===== config.mk =====
export PLATFORM = sky130hd
export DESIGN_NAME = pixel_mixer_nlayer
export DESIGN_NICKNAME = d
export VERILOG_FILES = /design/src/rtl/pixel_mixer_nlayer.sv
export SDC_FILE = /design/constraint.sdc
export NUM_CORES = 1
export LEC_CHECK = 0
export BUFFER_PORTS_ARGS = -buffer_cell sky130_fd_sc_hd__buf_2
export CAP_MARGIN = 25
export CORE_MARGIN = 1
export CORE_UTILIZATION = 51
export DETAILED_ROUTE_END_ITERATION = 7
export GPL_TIMING_DRIVEN = 0
export PLACE_DENSITY = 0.78
export SLEW_MARGIN = 40
export SYNTH_ARGS = -nofsm -noshare
export SYNTH_HDL_FRONTEND = slang
export SYNTH_SLANG_ARGS = --single-unit
export TNS_END_PERCENT = 50

===== constraint.sdc =====
create_clock -name clk -period 2.1 [get_ports clk]
set_clock_uncertainty 0.05 [all_clocks]
set_input_delay 0.105 -clock clk [delete_from_list [all_inputs] [get_ports clk]]
set_output_delay 0.105 -clock clk [all_outputs]
set_load 0.02 [all_outputs]

===== src/rtl/pixel_mixer_nlayer.sv =====
// Pixel mixer: merges NUM_TILE_LAYERS tile layers and one sprite layer into
// the final rowbuffer, one pixel per cycle, with a registered write port.
//
// state   | meaning
// --------+-----------------------------------------------------------
// S_WAIT  | idle; waiting for every engine's done record to be set
// S_FETCH | issuing pixel_addr 0..ROW_WIDTH-1, one per cycle
// S_DRAIN | no new requests; waiting for the last write to leave
module pixel_mixer_nlayer #(
  parameter int NUM_TILE_LAYERS = 2,
  parameter int ROW_WIDTH       = 320,
  parameter int ADDR_W          = 9,
  parameter int COLOR_W         = 4,
  parameter int PAL_W           = 4,
  parameter int LAYER_W         = (NUM_TILE_LAYERS > 1) ? $clog2(NUM_TILE_LAYERS) : 1,
  parameter int SP_PAL_W        = PAL_W + LAYER_W,
  parameter int PRIO_W          = $clog2(NUM_TILE_LAYERS + 1),
  parameter int READ_LATENCY    = 1,
  parameter int OUT_W           = 1 + SP_PAL_W + COLOR_W
) (
  input  logic                                     clk,
  input  logic                                     rst_n,
  input  logic [NUM_TILE_LAYERS:0]                 layer_en,
  output logic [ADDR_W-1:0]                        pixel_addr,
  output logic                                     pixel_rd,
  input  logic [NUM_TILE_LAYERS*(PAL_W+COLOR_W)-1:0] tile_pixel_data,
  input  logic [SP_PAL_W+COLOR_W-1:0]              sp_pixel_data,
  input  logic [PRIO_W-1:0]                        sp_pixel_prio,
  input  logic [NUM_TILE_LAYERS-1:0]               tile_done,
  input  logic                                     spre_done,
  output logic [OUT_W-1:0]                         pmxr_rowram_wrdata,
  output logic [ADDR_W-1:0]                        pmxr_rowram_wraddr,
  output logic                                     pmxr_rowram_wren,
  output logic                                     row_done,
  output logic                                     busy
);

  localparam int TILE_W = PAL_W + COLOR_W;
  localparam int NUM_EN = NUM_TILE_LAYERS + 1;
  localparam logic [ADDR_W-1:0] LAST_COL = ADDR_W'(ROW_WIDTH - 1);

  typedef enum logic [1:0] {S_WAIT, S_FETCH, S_DRAIN} state_t;

  state_t              r_state;
  state_t              w_state_nxt;
  logic                w_fetch;
  logic                w_busy;
  logic [ADDR_W-1:0]   r_addr;
  logic [NUM_EN-1:0]   r_done;
  logic [NUM_EN-1:0]   r_mask;
  logic [NUM_EN-1:0]   w_done_pulse;
  logic [NUM_EN-1:0]   w_done_set;
  logic                w_start;
  logic                w_last_write;
  logic [READ_LATENCY-1:0] r_vld_pipe;
  logic [ADDR_W-1:0]   r_addr_pipe [READ_LATENCY];
  logic [TILE_W-1:0]   w_tile [NUM_TILE_LAYERS];
  logic                w_sp_opaque;
  logic [OUT_W-1:0]    w_mix;
  logic                r_wren;
  logic [ADDR_W-1:0]   r_wraddr;
  logic [OUT_W-1:0]    r_wrdata;
  logic                r_row_done;

  // Pulses are folded into the records combinationally so a row can start
  // in the same cycle the last pulse arrives.
  assign w_done_pulse = {spre_done, tile_done};
  assign w_done_set   = r_done | w_done_pulse;
  assign w_start      = (r_state == S_WAIT) && (&w_done_set);
  assign w_last_write = r_wren && (r_wraddr == LAST_COL);

  // State register
  always_ff @(posedge clk or negedge rst_n) begin
    if (!rst_n) r_state <= S_WAIT;
    else        r_state <= w_state_nxt;
  end

  // Next-state and state-decoded outputs
  always_comb begin
    w_state_nxt = r_state;
    w_fetch     = 1'b0;
    w_busy      = 1'b0;
    case (r_state)
      S_WAIT: begin
        if (w_start) w_state_nxt = S_FETCH;
      end
      S_FETCH: begin
        w_fetch = 1'b1;
        w_busy  = 1'b1;
        if (r_addr == LAST_COL) w_state_nxt = S_DRAIN;
      end
      S_DRAIN: begin
        w_busy = 1'b1;
        if (w_last_write) w_state_nxt = S_WAIT;
      end
      default: w_state_nxt = S_WAIT;
    endcase
  end

  // Column counter; wraps to 0 on the last fetch so it idles at 0
  always_ff @(posedge clk or negedge rst_n) begin
    if (!rst_n) begin
      r_addr <= '0;
    end else if (w_fetch) begin
      r_addr <= (r_addr == LAST_COL) ? '0 : r_addr + 1'b1;
    end
  end

  // Done records (set wins over the start-of-row clear) and row mask capture
  always_ff @(posedge clk or negedge rst_n) begin
    if (!rst_n) begin
      r_done <= '0;
      r_mask <= '0;
    end else if (w_start) begin
      r_done <= w_done_pulse;
      r_mask <= layer_en;
    end else begin
      r_done <= w_done_set;
    end
  end

  // Valid/address delay line matching the engine read latency
  always_ff @(posedge clk or negedge rst_n) begin
    if (!rst_n) begin
      r_vld_pipe <= '0;
      for (int i = 0; i < READ_LATENCY; i++) r_addr_pipe[i] <= '0;
    end else begin
      r_vld_pipe[0]  <= w_fetch;
      r_addr_pipe[0] <= r_addr;
      for (int i = 1; i < READ_LATENCY; i++) begin
        r_vld_pipe[i]  <= r_vld_pipe[i-1];
        r_addr_pipe[i] <= r_addr_pipe[i-1];
      end
    end
  end

  // Split the packed tile bus into per-layer {palette, color} words
  always_comb begin
    for (int i = 0; i < NUM_TILE_LAYERS; i++) begin
      w_tile[i] = tile_pixel_data[i*TILE_W +: TILE_W];
    end
  end

  assign w_sp_opaque = (sp_pixel_data[COLOR_W-1:0] != '0) && r_mask[NUM_TILE_LAYERS];

  // Walk layers back to front; each opaque layer overwrites what is behind it.
  // The sprite is considered just before tile layer p, or after all of them.
  always_comb begin
    w_mix = '0;
    for (int i = 0; i < NUM_TILE_LAYERS; i++) begin
      if (w_sp_opaque && (32'(sp_pixel_prio) == i)) w_mix = {1'b1, sp_pixel_data};
      if ((w_tile[i][COLOR_W-1:0] != '0) && r_mask[i]) w_mix = {1'b0, LAYER_W'(i), w_tile[i]};
    end
    if (w_sp_opaque && (32'(sp_pixel_prio) >= NUM_TILE_LAYERS)) w_mix = {1'b1, sp_pixel_data};
  end

  // Registered write port; data/address hold between writes
  always_ff @(posedge clk or negedge rst_n) begin
    if (!rst_n) begin
      r_wren     <= 1'b0;
      r_wraddr   <= '0;
      r_wrdata   <= '0;
      r_row_done <= 1'b0;
    end else begin
      r_wren     <= r_vld_pipe[READ_LATENCY-1];
      r_row_done <= w_last_write;
      if (r_vld_pipe[READ_LATENCY-1]) begin
        r_wraddr <= r_addr_pipe[READ_LATENCY-1];
        r_wrdata <= w_mix;
      end
    end
  end

  assign pixel_addr         = w_fetch ? r_addr : '0;
  assign pixel_rd           = w_fetch;
  assign busy               = w_busy;
  assign pmxr_rowram_wren   = r_wren;
  assign pmxr_rowram_wraddr = r_wraddr;
  assign pmxr_rowram_wrdata = r_wrdata;
  assign row_done           = r_row_done;

endmodule


==> results of run 1 <==
-- synth_stat cells (all sizes together), types with 5 or more instances --
library cell   n
dfrtp         48
inv           14
mux2          14
and2          12
nand2         12
o221ai         8
a31oi          5
clkbuf         5
nor2           5
o21ai          5
o22ai          5
-- how the worst max path moves through the flow --
| stage | end | slack, ps | cells after the start |
|---|---|---|---|
| global route | pixel_addr[1] | 60 | 5 |
| floorplan | r_addr[7]$_DFFE_PN0P_ | 350 | 6 |
| detailed placement | pmxr_rowram_wraddr[3]$_DFFE_PN0P_ | 350 | 3 |
| global placement | pmxr_rowram_wraddr[4]$_DFFE_PN0P_ | 360 | 3 |
| finish | pixel_addr[0] | 230 | 5 |
| CTS | pixel_addr[0] | 210 | 5 |
-- layout make-up --
cell class	instances	share of cell area, %
sequential	48	42.2
multi-input combinational	127	33.6
clock buffer	6	2.90
clock inverter	2	1.36
buffer	9	1.80
inverter	14	1.85
tap	50	2.20
timing repair buffer	73	14.1
-- timing repair --
| action | CTS | global route |
|---|---|---|
| setup endpoints to repair | 0 | 0 |
| hold buffers | 5 | 2 |
| hold endpoints to repair | 52 | 2 |
-- report_power, final --
| group | leakage, nW | internal, mW | total, mW | switching [mW] |
|---|---|---|---|---|
| registers | 0.619 | 0.923 | 0.923 | 0.0000000000000000623 |
| logic | 0.713 | 0.0345 | 0.0752 | 0.0408 |
| clock network | 0.0614 | 0.389 | 0.694 | 0.304 |
-- cell families (layout without fill, tap and decap cells) --
logic type / after synthesis / in the layout
DFF: 48 / 48
adders and majority gates: 4 / 4
xor gates and xnor gates: 5 / 5
and+or+nand+nor: 50 / 50
muxes: 15 / 15
AOI/OAI and AO/OA: 53 / 53
buffers and inverters: 23 / 104
-- registers in the layout (all words and copies together) (netlist names), 2 cells and up --
signal,count
pmxr_rowram_wraddr,9
r_addr,9
r_mask,3
r_state,2
r_done,3
r_addr_pipe,9
pmxr_rowram_wrdata,10
-- worst min-delay path, stage by stage --
cell	delay, ps
buf_2	100
nand2_1	50
a31oi_1	70
-- metrics by stage --
stage / total power, mW / area [sq um] / setup WS (ps) / hold slack [ps] / std cells
floorplan: 0.947 / 2260 / 354 / -241 / 198
global placement: 1.01 / 2650 / 358 / 254 / 314
detailed placement: 1.01 / 2660 / 352 / 103 / 314
CTS: 1.71 / 2830 / 208 / 0.372 / 327
global route: 1.75 / 2850 / 55.4 / 9.69 / 329
finish: 1.69 / 2850 / 230 / 12.8 / 329
-- metal layers --
layer  wire length (um)  share of wire, %  track usage, %
met5                  0                 0               0
met4                 57               1.2            8.07
met3                249               5.1            4.44
met2               2290                47            34.2
met1               2270                47            31.6
==> impl_metrics.csv, run 1 <==
group,metric,value,unit
cells_and_area,syn2layout_area_growth,26.0,%
worst_setup_path,rr_worst_depth,3,
worst_setup_path,cp_top_family,"buffers and inverters",
yosys,synth-seq-cells,48,
yosys,postSynth.asyncResetShare,100,%
yosys,yosys.area.top_type_share,53.1,%
floorplanning,coreArea,4120,sq um
routing,via_per_inst,5.70,
clock_tree,post-cts-setup-buffers,0,
cells_and_area,multi_input_area,956,sq um
cells_and_area,fill_cells,311,
worst_setup_path,cp.required,1950,ps
global_route,track_usage,22.4,%
floorplanning,die_width,68.6,um
worst_setup_path,crit_start,"r_state[1]$_DFFE_PN0P_",
run_status,run_status,"finished clean",
clock_tree,cts_resized,0,
clock_tree,root_buffer,"clkbuf_8",
sta,final.setup.tns,0,ps
worst_setup_path,cp_slowest_cell,"dfrtp_1",
cells_and_area,antenna-diode-count,0,
sta,worst_pin_slew,614,ps
floorplanning,num_rows,23,
cells_and_area,final_util,69.2,%
routing,wl_per_cell,14.8,um
floorplanning,start_util,54.9,%
worst_setup_path,setup.worst_path.class,"reg2out",
yosys,synth.distinct_cells,40,
placement,place_hpwl,3.51,mm
clock_tree,clockBufferDepth,2,
worst_hold_path,hold_depth,3,
cells_and_area,drive_above_1_share,36.2,%
pwr,power_density,594,nW/um^2
yosys,synth_mux_area_share,7.42,%
pwr,power_leakage,1.39,nW
worst_setup_path,r2r_start,"r_vld_pipe$_DFF_PN0_",
routing,drtIter0Drc,164,
yosys,synth_area,2260,sq um
worst_setup_path,crit_path_cell_trace,"inv_1 -> ha_1 -> clkbuf_1 -> and2_1 -> buf_2",
clock_tree,htreeDepth,2,
job,maxCapViolations,0,
sta,hold_viol,0,
global_route,overflow,0,
clock_tree,cts_tree,"yes",
clock_tree,clkLatencyLatePin,290,ps
cells_and_area,nets,317,
cells_and_area,layout_common_cells,"buf_2 (67), dfrtp_1 (48), inv_1 (14), mux2_2 (14), nand2_1 (12)",
worst_hold_path,hold_start,"tile_pixel_data[13]",
worst_hold_path,min_to,"pmxr_rowram_wrdata[5]$_DFFE_PN0P_",
cells_and_area,seq_area,1200,sq um
routing,drc_errors,0,
routing,drt_pass1_iterations,4,
yosys,yosysSeqAreaShare,53.1,%
yosys,ys.flop_type,"dfrtp_1",
yosys,synth-simple-area-share,12.3,%
worst_hold_path,hold_class,"in2reg",
sta,setup_violations,0,
floorplanning,die-area,4700,sq um
sta,fmax,535,MHz
worst_setup_path,startpoint_type,"flip-flop",
clock_tree,numClockSinks,48,
worst_setup_path,slowest_delay,380,ps
sta,rsz0062_at_grt,"no",
routing,final_antenna_net_count,0,
clock_tree,clk_pin_slew_worst_paths,90,ps
worst_setup_path,ff2ff_setup_slack,350,ps
worst_setup_path,crit_path_end_kind,"primary output",
pwr,ir_drop,0.370,mV
worst_setup_path,crit_arrival,1720,ps
worst_setup_path,reg2reg_to,"pmxr_rowram_wraddr[3]$_DFFE_PN0P_",
yosys,synth-edff-count,0,
sta,period_needed,1870,ps
yosys,synth_fp_nets,237,
yosys,yosys.area.top_type,"dfrtp_1",
yosys,avgSynthCellArea,11.4,sq um
global_route,grt_pass1_vias,1672,
cells_and_area,mostFrequentLayoutCell,"buf_2",
worst_setup_path,worstPathMaxFanout,10,
floorplanning,die_y,68.6,um
yosys,synth_compound_area_share,18.4,%
routing,dr_total_vias,1875,
placement,port_buffers,66,
global_route,grt_pass1_wl,7.73,mm
yosys,synth_area_leaders,"dfrtp_1 (53%), mux2_2 (7.0%), o221ai_1 (3.1%), inv_1 (2.3%), and2_1 (2.2%)",
yosys,synth_cells,198,
yosys,synth_warnings,0,
sta,max_slew_margin,59.1,%
routing,routed_wirelength,4.86,mm
global_route,grt_max_degree,49,
clock_tree,cts_buffers,5,
placement,place_congestion,0.831,
global_route,antenna_found_initial,0,
worst_setup_path,crit_buf_inv,3,
sta,slew_viol_final,0,
yosys,synth_xor_xnor_area_share,1.94,%
yosys,synth_top_family_by_area,"compound AO/OA/AOI/OAI gates",
yosys,synthAdderAreaFrac,2.21,%
sta,fin_crit_sh,89.1,%
floorplanning,ios,67,
Note: power is estimated with default switching activity, not from simulation.
==> inputs of run 2 (changes only) <==
Settings changed: ABC_AREA from default to 1, CORE_UTILIZATION 51 to 56, PLACE_DENSITY 0.78 to 0.84.
Clock period 2.1 ns to 2.4 ns, I/O delays scaled along.
==> run 2 against run 1 <==
Critical endpoint unchanged. Clock power is 3.2% higher. Critical path type unchanged. Total power is 110% higher. Critical path depth is 2 higher.
==> impl_metrics.csv, run 2 <==
group,metric,value,unit
sta,fin_crit_sh,85.5,%
clock_tree,clk_pin_slew_worst_paths,90,ps
cells_and_area,layout_common_cells,"nand2_1 (122), buf_2 (66), inv_1 (49)",
routing,wl_per_cell,12.1,um
routing,dr_total_vias,2261,
routing,routed_wirelength,5.39,mm
clock_tree,post-cts-setup-buffers,0,
worst_setup_path,crit_path_end_kind,"primary output",
yosys,yosys.area.top_type_share,50.1,%
cells_and_area,mostFrequentLayoutCell,"nand2_1",
clock_tree,htreeDepth,2,
clock_tree,clockBufferDepth,2,
worst_hold_path,hold_start,"tile_pixel_data[12]",
routing,via_per_inst,5.09,
floorplanning,die-area,4540,sq um
floorplanning,ios,67,
cells_and_area,antenna-diode-count,0,
routing,drt_pass1_iterations,4,
sta,hold_viol,0,
global_route,grt_pass1_vias,2155,
worst_setup_path,reg2reg_to,"r_state[0]$_DFFE_PN0P_",
floorplanning,coreArea,4060,sq um
sta,slew_viol_final,0,
clock_tree,numClockSinks,48,
worst_hold_path,hold_depth,5,
yosys,synth-edff-count,0,
global_route,grt_max_degree,49,
run_status,run_status,"finished clean",
sta,fmax,487,MHz
yosys,synth-seq-cells,48,
placement,place_inst,428,
cells_and_area,drive_above_1_share,22.6,%
worst_setup_path,worstPathMaxFanout,10,
yosys,postSynth.asyncResetShare,100,%
worst_setup_path,ff2ff_setup_slack,730,ps
routing,drc_errors,0,
yosys,synth_most_common_cell,"nand2_1",
sta,max_slew_margin,60.8,%
yosys,yosysSeqAreaShare,50.1,%
yosys,synth_area_leaders,"dfrtp_1 (50%), nand2_1 (19%), inv_1 (7.7%), o21ai_0 (3.8%), nand3_1 (3.3%)",
global_route,use_met1,32.1,%
yosys,synth_warnings,0,
worst_setup_path,setup.worst_path.class,"reg2out",
sta,worst_pin_slew,587,ps
yosys,avgSynthCellArea,7.68,sq um
sta,period_needed,2050,ps
placement,place_congestion,0.898,
sta,rsz0062_at_grt,"no",
global_route,grt_use_met3,6.42,%
clock_tree,hold_buffers,8,
yosys,synth_common_cells,"nand2_1 (122), inv_1 (49), dfrtp_1 (48)",
global_route,grt_use_met2,44.4,%
clock_tree,cts_resized,0,
cells_and_area,syn2layout_area_growth,25.6,%
yosys,synth_fp_nets,351,
routing,drtIter0Drc,168,
global_route,track_usage,26.7,%
floorplanning,die_width,67.4,um
floorplanning,die_y,67.4,um
placement,place_hpwl,3.90,mm
clock_tree,cts_buffers,5,
yosys,ys.flop_type,"dfrtp_1",
yosys,synth.distinct_cells,25,
worst_setup_path,startpoint_type,"flip-flop",
yosys,synth_cells,312,
pwr,power_density,1180,nW/um^2
cells_and_area,fill_cells,328,
cells_and_area,nets,432,
cells_and_area,largest_reg_flops,10,
placement,port_buffers,66,
worst_hold_path,hold_class,"in2reg",
yosys,synth_area,2400,sq um
worst_setup_path,cp.required,2230,ps
cells_and_area,final_cells,444,
yosys,yosys.area.top_type,"dfrtp_1",
job,maxCapViolations,0,
global_route,antenna_found_initial,0,
pwr,ir_drop,0.702,mV
clock_tree,cts_tree,"yes",
global_route,grt.busiest_layer,"met2",
clock_tree,clkLatencyLatePin,310,ps
worst_setup_path,r2r_start,"r_addr[1]$_DFFE_PN0P_",
pwr,power_leakage,1.83,nW
sta,setup_violations,0,
floorplanning,num_rows,23,
sta,final.setup.tns,0,ps
routing,final_antenna_net_count,0,
global_route,grt_pass1_wl,8.91,mm
worst_setup_path,crit_arrival,1880,ps
worst_setup_path,rr_worst_depth,10,
global_route,overflow,0,
worst_hold_path,min_to,"pmxr_rowram_wrdata[4]$_DFFE_PN0P_",
floorplanning,start_util,59.1,%
clock_tree,root_buffer,"clkbuf_8",
==> run 2: changes by cell type in the layout (fill, tap and decap cells not counted), moves of 5 or more <==
| cell | delta |
|---|---|
| nor2_1 | +15 |
| nand2_1 | +110 |
| nand3_1 | +12 |
| o22ai_1 | -5 |
| a31oi_1 | -5 |
| o21ai_0 | +13 |
| and2_1 | -8 |
| inv_1 | +35 |
| o221ai_1 | -8 |
| mux2_2 | -14 |
==> run 2: worst max path at each step <==
| stage | slack (ps) | to | start |
|---|---|---|---|
| detailed placement | 700 | pixel_addr[0] | r_state[1]$_DFFE_PN0P_ |
| finish | 350 | pixel_addr[0] | r_state[1]$_DFFE_PN0P_ |
| CTS | 340 | pixel_addr[0] | r_state[1]$_DFFE_PN0P_ |
| global placement | 710 | pixel_addr[0] | r_state[1]$_DFFE_PN0P_ |
| global route | 180 | pixel_addr[2] | r_state[1]$_DFFE_PN0P_ |
| floorplan | 760 | r_addr[0]$_DFFE_PN0P_ | r_state[1]$_DFFE_PN0P_ |
==> run 2: cells by family (layout without fill, tap and decap cells) <==
kind of cell,count (synthesis),after routing,synth area share (%)
simple gates,173,173,30.3
buf+inv,55,137,9.03
flops,48,48,50.1
compound gates,28,28,6.95
fa+ha+maj,4,4,2.09
xor+xnor,4,4,1.46
==> run 2: power by group <==
group          internal [mW]  switching (mW)  leakage (nW)
Sequential              1.10           0.193         0.610
Combinational          0.517            1.04          1.15
Clock                  0.420           0.297        0.0687
Total                   2.03            1.53          1.83
==> run 2: routing by layer <==
metal / vias up / share of wire, %
met2: 77 / 49
met3: 15 / 5.0
met5: - / 0
li1: 1112 / -
met4: 0 / 2.3
met1: 1057 / 44
==> run 2: stage by stage <==
| stage | hold slack, ps | utilization, % | instance area (sq um) | total power [mW] | setup slack, ps |
|---|---|---|---|---|---|
| after global placement | 276 | 68.7 | 2790 | 2.76 | 709 |
| after detailed placement | 108 | 68.8 | 2790 | 2.84 | 703 |
| after CTS | 60.5 | 74.2 | 3010 | 3.57 | 344 |
| final | 56.5 | 74.2 | 3010 | 3.56 | 347 |
| after global routing | 78.6 | 74.2 | 3010 | 3.84 | 184 |
| after floorplan | -226 | - | 2400 | 2.37 | 759 |
==> run 2: critical path, stage by stage, from the launching register on <==
cell      delay, ps
dfrtp_1         420
inv_1            90
ha_1            210
buf_6           160
clkbuf_1        350
nand2_1          90
inv_1           100
buf_2           160
==> run 2: cell type report <==
type / instances / area [sq um] / share of cell area (%)
Clock buffer: 5 / 68.8 / 2.29
Clock inverter: 3 / 68.8 / 2.29
Buffer: 6 / 32.5 / 1.08
Inverter: 49 / 184 / 6.11
Tap cell: 50 / 62.6 / 2.08
Multi-Input combinational cell: 209 / 978 / 32.5
Timing Repair Buffer: 74 / 413 / 13.7
Sequential cell: 48 / 1200 / 39.9
